<file path="config.mk">
export PLATFORM = sky130hd
export DESIGN_NAME = nasti_lite_stim_seq
export DESIGN_NICKNAME = d
export VERILOG_FILES = /design/src/rtl/nasti_lite_stim_seq.sv
export SDC_FILE = /design/constraint.sdc
export NUM_CORES = 1
export LEC_CHECK = 0
export BUFFER_PORTS_ARGS = -buffer_cell sky130_fd_sc_hd__clkbuf_2
export CORE_MARGIN = 3
export CORE_UTILIZATION = 30
export DETAILED_ROUTE_END_ITERATION = 6
export SLEW_MARGIN = 20
export SYNTH_ARGS = -nofsm -noshare
export SYNTH_HDL_FRONTEND = slang
export SYNTH_SLANG_ARGS = --single-unit
</file>
<file path="constraint.sdc">
create_clock -name clk -period 3.8 [get_ports clk]
set_input_delay 0.76 -clock clk [delete_from_list [all_inputs] [get_ports clk]]
set_output_delay 0.76 -clock clk [all_outputs]
set_load 0.05 [all_outputs]
</file>
<file path="src/rtl/nasti_lite_stim_seq.sv">
// Script-driven NASTI-lite register bus master: WRITE / READ / POLL / END commands from a loadable table.
// One command in flight at a time; each channel's valid holds until its own handshake; b_ready and r_ready are always 1.
module nasti_lite_stim_seq #(
  parameter int ADDR_WIDTH   = 3,
  parameter int DATA_WIDTH   = 8,
  parameter int DEPTH        = 32,
  parameter int POLL_TIMEOUT = 1024,
  parameter int CMD_WIDTH    = 2 + ADDR_WIDTH + 2 * DATA_WIDTH
) (
  input  logic                     clk,
  input  logic                     rst,
  input  logic                     prog_we,
  input  logic [$clog2(DEPTH)-1:0] prog_addr,
  input  logic [CMD_WIDTH-1:0]     prog_data,
  input  logic                     start,
  output logic                     busy,
  output logic                     done,
  output logic                     error,
  output logic [$clog2(DEPTH)-1:0] pc,
  output logic [DATA_WIDTH-1:0]    last_rdata,
  output logic [ADDR_WIDTH-1:0]    aw_addr,
  output logic                     aw_valid,
  input  logic                     aw_ready,
  output logic [DATA_WIDTH-1:0]    w_data,
  output logic                     w_valid,
  input  logic                     w_ready,
  input  logic [1:0]               b_resp,
  input  logic                     b_valid,
  output logic                     b_ready,
  output logic [ADDR_WIDTH-1:0]    ar_addr,
  output logic                     ar_valid,
  input  logic                     ar_ready,
  input  logic [DATA_WIDTH-1:0]    r_data,
  input  logic [1:0]               r_resp,
  input  logic                     r_valid,
  output logic                     r_ready
);

  localparam int PW = $clog2(DEPTH);
  localparam int CW = $clog2(POLL_TIMEOUT + 1);
  localparam logic [PW-1:0] PC_LAST    = PW'(DEPTH - 1);
  localparam logic [CW-1:0] POLL_LIMIT = CW'(POLL_TIMEOUT);

  localparam logic [1:0] OP_WRITE = 2'd0;
  localparam logic [1:0] OP_READ  = 2'd1;
  localparam logic [1:0] OP_POLL  = 2'd2;
  localparam logic [1:0] OP_END   = 2'd3;

  localparam logic [3:0] S_IDLE  = 4'd0;
  localparam logic [3:0] S_FETCH = 4'd1;
  localparam logic [3:0] S_WR    = 4'd2;
  localparam logic [3:0] S_WB    = 4'd3;
  localparam logic [3:0] S_RA    = 4'd4;
  localparam logic [3:0] S_RD    = 4'd5;
  localparam logic [3:0] S_ADV   = 4'd6;
  localparam logic [3:0] S_DONE  = 4'd7;
  localparam logic [3:0] S_ERR   = 4'd8;

  logic [CMD_WIDTH-1:0]  mem [DEPTH];
  logic [CMD_WIDTH-1:0]  fw;
  logic [1:0]            f_op;
  logic [ADDR_WIDTH-1:0] f_addr;
  logic [DATA_WIDTH-1:0] f_data;
  logic [DATA_WIDTH-1:0] f_mask;

  logic [3:0]            state;
  logic [1:0]            cur_op;
  logic [DATA_WIDTH-1:0] cur_data;
  logic [DATA_WIDTH-1:0] cur_mask;
  logic [CW-1:0]         cnt;
  logic [CW-1:0]         cnt_nxt;
  logic                  aw_fin;
  logic                  w_fin;
  logic                  poll_match;

  assign b_ready = 1'b1;
  assign r_ready = 1'b1;

  // Script memory has no reset so a loaded script survives a mid-run reset.
  always_ff @(posedge clk) begin
    if (prog_we && !busy) begin
      mem[prog_addr] <= prog_data;
    end
  end

  assign fw     = mem[pc];
  assign f_op   = fw[CMD_WIDTH-1 -: 2];
  assign f_addr = fw[2*DATA_WIDTH +: ADDR_WIDTH];
  assign f_data = fw[DATA_WIDTH +: DATA_WIDTH];
  assign f_mask = fw[DATA_WIDTH-1:0];

  assign aw_fin     = !aw_valid || aw_ready;
  assign w_fin      = !w_valid || w_ready;
  assign cnt_nxt    = cnt + 1'b1;
  assign poll_match = ((r_data ^ cur_data) & cur_mask) == '0;

  always_ff @(posedge clk) begin
    if (rst) begin
      state      <= S_IDLE;
      busy       <= 1'b0;
      done       <= 1'b0;
      error      <= 1'b0;
      pc         <= '0;
      last_rdata <= '0;
      aw_addr    <= '0;
      aw_valid   <= 1'b0;
      w_data     <= '0;
      w_valid    <= 1'b0;
      ar_addr    <= '0;
      ar_valid   <= 1'b0;
      cur_op     <= OP_WRITE;
      cur_data   <= '0;
      cur_mask   <= '0;
      cnt        <= '0;
    end else begin
      case (state)
        S_IDLE: begin
          if (start) begin
            state <= S_FETCH;
            pc    <= '0;
            done  <= 1'b0;
            error <= 1'b0;
            busy  <= 1'b1;
          end
        end
        S_FETCH: begin
          cur_op   <= f_op;
          cur_data <= f_data;
          cur_mask <= f_mask;
          cnt      <= '0;
          case (f_op)
            OP_WRITE: begin
              aw_addr  <= f_addr;
              w_data   <= f_data;
              aw_valid <= 1'b1;
              w_valid  <= 1'b1;
              state    <= S_WR;
            end
            OP_READ, OP_POLL: begin
              ar_addr  <= f_addr;
              ar_valid <= 1'b1;
              state    <= S_RA;
            end
            OP_END:  state <= S_DONE;
            default: state <= S_DONE;
          endcase
        end
        S_WR: begin
          if (aw_valid && aw_ready) aw_valid <= 1'b0;
          if (w_valid && w_ready) w_valid <= 1'b0;
          if (aw_fin && w_fin) state <= S_WB;
        end
        S_WB: begin
          if (b_valid) state <= (b_resp != 2'b00) ? S_ERR : S_ADV;
        end
        S_RA: begin
          if (ar_ready) begin
            ar_valid <= 1'b0;
            state    <= S_RD;
          end
        end
        S_RD: begin
          if (r_valid) begin
            last_rdata <= r_data;
            if (r_resp != 2'b00) begin
              state <= S_ERR;
            end else if (cur_op == OP_READ || poll_match) begin
              state <= S_ADV;
            end else if (cnt_nxt == POLL_LIMIT) begin
              state <= S_ERR;
            end else begin
              cnt      <= cnt_nxt;
              ar_valid <= 1'b1;
              state    <= S_RA;
            end
          end
        end
        S_ADV: begin
          // The last entry finishes the script rather than wrapping to entry 0.
          if (pc == PC_LAST) begin
            state <= S_DONE;
          end else begin
            pc    <= pc + 1'b1;
            state <= S_FETCH;
          end
        end
        S_DONE: begin
          busy  <= 1'b0;
          done  <= 1'b1;
          state <= S_IDLE;
        end
        S_ERR: begin
          busy  <= 1'b0;
          error <= 1'b1;
          state <= S_IDLE;
        end
        default: state <= S_IDLE;
      endcase
    end
  end

endmodule

</file>
== Yosys cells after proc, flatten, opt, wreduce, memory -nomap -nowiden ==
Memory sizes are Yosys's and may differ from the RTL's. A register that Yosys moved wholly into a read port is not among the register bits.
Index checks and enable logic that the tools add are counted.

* Bits in registers: 66
* Latch bits: 0
* RAM bits: 672
* Bits in read-only memories: 0
* Input port bits: 47
* Output and inout bits: 35
* Word-level logic and storage cells: 125
* Memories: 1

* Add/subtract/negate cells: 2
* Multiply operators: 0
* Divide/modulo/power cells: 0
* Magnitude comparators: 0
* Equality and inequality tests: 27
* Shift operators: 0
* Muxes and demuxes: 41
* Bitwise operators: 2
* Reductions and logical operators: 36

{| class="wikitable"
|+ Memories
! memory !! words !! bits a word !! read ports !! clocked after Yosys merged registers in !! wr ports !! RTL line !! text
|-
| mem || 32 || 21 || 1 || 1 || 1 || 59 || <nowiki>logic [CMD_WIDTH-1:0] mem [DEPTH];</nowiki>
|}

{| class="wikitable"
|+ Operator list
! kind !! count
|-
| 11-bit two-way mux || 4
|-
| 4-bit two-way mux || 9
|-
| 4-bit case mux with 7 select lines || 1
|-
| 2-bit != test (second input constant) || 13
|-
| 11-bit case mux with 2 select lines || 1
|-
| 5-bit two-way mux || 4
|-
| 4-bit by 3-bit equality test with 1-bit output (second input constant) || 4
|-
| 2-bit nonzero test || 8
|-
| 1-bit two-way mux || 13
|-
| 4-bit case mux with 3 select lines || 1
|-
| 2-bit AND reduction || 6
|-
| 11-bit by 1-bit adder with 11-bit output (second input constant) || 1
|-
| 11-bit equality test (second input constant) || 1
|-
| 1-bit case mux with 2 select lines || 5
|-
| 5-bit case mux with 2 select lines || 1
|-
| 5-bit AND reduction || 2
|-
| 3-bit AND reduction || 3
|-
| 8-bit bitwise AND || 1
|-
| 4-bit by 2-bit equality test with 1-bit output (second input constant) || 2
|-
| 8-bit zero test || 1
|-
| 8-bit bitwise XOR || 1
|-
| 7-bit AND reduction || 1
|-
| 5-bit by 1-bit adder with 5-bit output (second input constant) || 1
|-
| 5-bit equality test (second input constant) || 1
|-
| 13 further kinds || 23
|}

== Depth between registers and ports, before layout ==
* Depth in word-level cells: 8
* Depth in mapped cells: 12
* Depth with buffers taken out: 10

== Worst setup path after synthesis ==
No wires, ideal clock.

* Path kind: reg2reg
* From: reg with a tool-made name
* To: reg ar_valid
* Library setup time: 0.070 ns
* Arrival: 2.871 ns
* Data required time: 3.730 ns
* Setup slack: 0.859 ns
* Cell stages (with the launch flop): 12
* Path buffers: 2
* Clock period less this slack: 2.941 ns
* Path through: dfxtp_1 -> buf_2 -> buf_2 -> mux4_2 -> mux4_2 -> mux2_2 -> inv_1 -> ha_1 -> mux2i_1 -> a2111oi_0 -> o21ai_0 -> a21oi_1

{| class="wikitable"
|+ RTL lines
! item !! RTL line !! text
|-
| to (signal assigned) || 110 || <nowiki>ar_valid <= 1'b0;</nowiki>
|-
| to (signal assigned) || 141 || <nowiki>ar_valid <= 1'b1;</nowiki>
|-
| to (signal assigned) || 158 || <nowiki>ar_valid <= 1'b0;</nowiki>
|-
| to (decl) || 31 || <nowiki>output logic ar_valid,</nowiki>
|}

==> results.sh <==
export IMPL_ys_types=59
export IMPL_switchingPower_w=0.00481
export IMPL_dp_hpwl_um=41100
export IMPL_maxCapViolations=0
export IMPL_ys_flop_type="edfxtp_1"
export IMPL_grt_overflow_total=0
export IMPL_total_power_w=0.0194
export IMPL_peakVddDrop_uv=342
export IMPL_hp_class="primary input to register"
export IMPL_period_minus_slack_ns=3.28
export IMPL_fin_crit_sh=0.864
export IMPL_io_buffers=79
export IMPL_start_util=0.304
export IMPL_fillers=8768
export IMPL_crit_buf_inv=1
export IMPL_cellLeakagePower_nw=10.3
export IMPL_ctsResizeCount=0
export IMPL_ios=82
export IMPL_synth_top_area_frac=0.696
export IMPL_synth_area_leaders="edfxtp_1, mux4_2, dfxtp_1"
export IMPL_clock_sinks=743
export IMPL_dr_pass1_iters=5
export IMPL_grt_max_degree=79
export IMPL_vias_per_cell=5.07
export IMPL_cts_setup_buffers=0
export IMPL_htreeDepth=3
export IMPL_die_area_mm2=0.100
export IMPL_cts_buffers=75
export IMPL_skew_ns=0.0216
export IMPL_async_flop_share=0
export IMPL_critPathLaunchType="register"
export IMPL_drtAntennaViolNets=0
export IMPL_rsz0062_at_grt="no"
export IMPL_pwr_share_comb=0.150
export IMPL_p_clk_frac=0.366
export IMPL_post_drt_wl_per_cell_um=25.0
export IMPL_synth_edf_count=672
export IMPL_status="completed"
export IMPL_end_kind="register"
export IMPL_die_y_um=317
export IMPL_first_global_vias=15000
export IMPL_power_density_mw_per_mm2=574
export IMPL_setup_tns_ns=0
export IMPL_cts_hold_buffers=0
export IMPL_critPathRequiredTime_ns=4.34
export IMPL_routed_top_layer="met5"
export IMPL_drt_iter0_drc=1786
export IMPL_syn_area_mm2=0.0290
export IMPL_grtUsageTotal=0.144
export IMPL_final_util=0.353
export IMPL_ys_seq_elements=743
export IMPL_dr_wl_met3_um=6480
export IMPL_cp_top_family="multiplexers"
export IMPL_synth_cells=1417
export IMPL_synth_warning_count=0
export IMPL_slew_headroom=0.390
export IMPL_worst_pin_slew_ns=0.915
export IMPL_die_w_um=317
export IMPL_grt_pass1_wl_um=104000
export IMPL_cts_tree="built"
export IMPL_setup_violations=0
export IMPL_cts_reportedPaths_clkPinSlew_ns=0.06
export IMPL_regArea_mm2=0.0216
export IMPL_synth_seq_area_share=0.745
export IMPL_crit_fanout=24
export IMPL_rows=113
export IMPL_drive_gt1_frac=0.316
export IMPL_path_class="register to register"
export IMPL_cp_arrival_ns=3.83
export IMPL_pwr_share_seq=0.485
export IMPL_crit_slowest_cell="dfxtp_4"
export IMPL_drc=0
export IMPL_finalHoldViolations=0
export IMPL_cts_root_buf="clkbuf_16"
export IMPL_synthTopCellsByCount="edfxtp_1, mux4_2, nor2_1"
export IMPL_multiInputGateArea_mm2=0.00723
export IMPL_synth_top_area_cell="edfxtp_1"
export IMPL_sw_frac_of_total=0.248
export IMPL_internal_power_w=0.0146
export IMPL_cpMostUsedCell="mux4_2"
export IMPL_postSynthAreaPerCell_um2=20.5
export IMPL_clockBufferDepth=3
export IMPL_num_vias=14600
export IMPL_area_growth_pct=16.4
export IMPL_wl_um=71700
export IMPL_fmax_mhz=304
export IMPL_num_nets_final=1600
export IMPL_crit_path_cell_trace="mux4_2 > mux4_2 > mux2_2 > inv_1 > ha_1 > mux2i_1 > a2111oi_0 > o21ai_0 > a21oi_1"
export IMPL_clk_latency_ns=0.61
export IMPL_wl_met2_um=33500
export IMPL_synth_most_common_cell="edfxtp_1"
export IMPL_wl_met1_um=29800
export IMPL_maxSlewViolCount=0
export IMPL_antenna_found_initial=9
export IMPL_coreArea_mm2=0.0954
export IMPL_finalWeightedCongestion=0.870
export IMPL_critPathMaxStageDelay_ns=0.63
-- registers in the layout (all words and copies together), names as in the netlist, 2 cells and up, named ones only --
signal      cells
state           4
aw_addr         3
ar_addr         3
cur_mask        8
cnt            11
pc              5
last_rdata      8
cur_data        8
cur_op          2
mem           672
w_data          8
-- kinds of logic after synthesis --
logic type / count (synthesis) / synth area share
simple gates: 248 / 0.0405
fa+ha+maj: 5 / 0.00216
xor+xnor: 11 / 0.00332
other cells: 1 / 0.000129
buf+inv: 87 / 0.0139
flops: 743 / 0.745
compound gates: 80 / 0.0198
mux: 242 / 0.175
-- final cells by class --
type | count | area share
clock buffers | 94 | 0.0594
clock inverters | 39 | 0.0104
repair buffers | 134 | 0.0273
inverters | 6 | 0.000668
diodes | 4 | 0.000297
multi-input cells | 588 | 0.214
flip-flops and latches | 743 | 0.641
well taps | 1265 | 0.0469
-- tightest hold or removal path: cells and delay by family --
family / cells / cell delay (ns)
buffers and inverters: 1 / 0.12
and+or+nand+nor: 1 / 0.08
muxes: 1 / 0.07
-- path summary, 6_finish.rpt --
kind | slack, ns | depth (start not counted) | end | from
max reg2reg | 0.52 | 9 | ar_valid$_SDFFE_PP0P_ | register
max | 0.52 | 9 | ar_valid$_SDFFE_PP0P_ | register
min reg2reg | 0.50 | 2 | cur_op[1]$_SDFFE_PP0P_ | cur_op[1]$_SDFFE_PP0P_
min | 0.45 | 3 | last_rdata[3]$_SDFFE_PP0P_ | r_data[3]
-- placed cells by master (no fill, tap or decap), drive strengths merged, types with 8 or more instances in the layout --
cell / instances
dfxtp: 71
clkbuf: 173
a211oi: 13
xor2: 10
edfxtp: 672
o311ai: 8
mux2i: 19
o21ai: 9
clkinv: 30
nor2: 119
a21oi: 17
mux2: 13
mux4: 210
nand3: 10
inv: 8
buf: 55
nor3: 31
nand2: 31
-- routing by layer --
| metal | track usage | up-vias |
|---|---|---|
| met4 | 0.0470 | 8 |
| met3 | 0.0355 | 117 |
| met5 | 0 | - |
| met1 | 0.200 | 7695 |
| li1 | - | 6144 |
| met2 | 0.224 | 606 |
-- metrics by stage --
| step | instance area (um2) | setup slack (ns) | hold WS (ns) | instances |
|---|---|---|---|---|
| after global placement | 31400 | 0.541 | 0.473 | 2736 |
| after CTS | 33700 | 0.497 | 0.414 | 2869 |
| after detailed placement | 31400 | 0.533 | 0.495 | 2736 |
| after global routing | 33700 | 0.278 | 0.457 | 2869 |
| after floorplan | 29000 | 0.859 | 0.473 | 1418 |
| final | 33700 | 0.515 | 0.453 | 2873 |
-- power groups by stage --
stage | logic [W] | clock network (W) | registers, W
2_1_floorplan | 0.00211 | 0 | 0.00959
3_3_place_gp | 0.00293 | 0 | 0.00955
3_5_place_dp | 0.00295 | 0 | 0.00956
4_1_cts | 0.00296 | 0.00725 | 0.00939
5_1_grt | 0.00316 | 0.00760 | 0.00943
6_report | 0.00291 | 0.00708 | 0.00939
(Power assumes the default switching activity.)
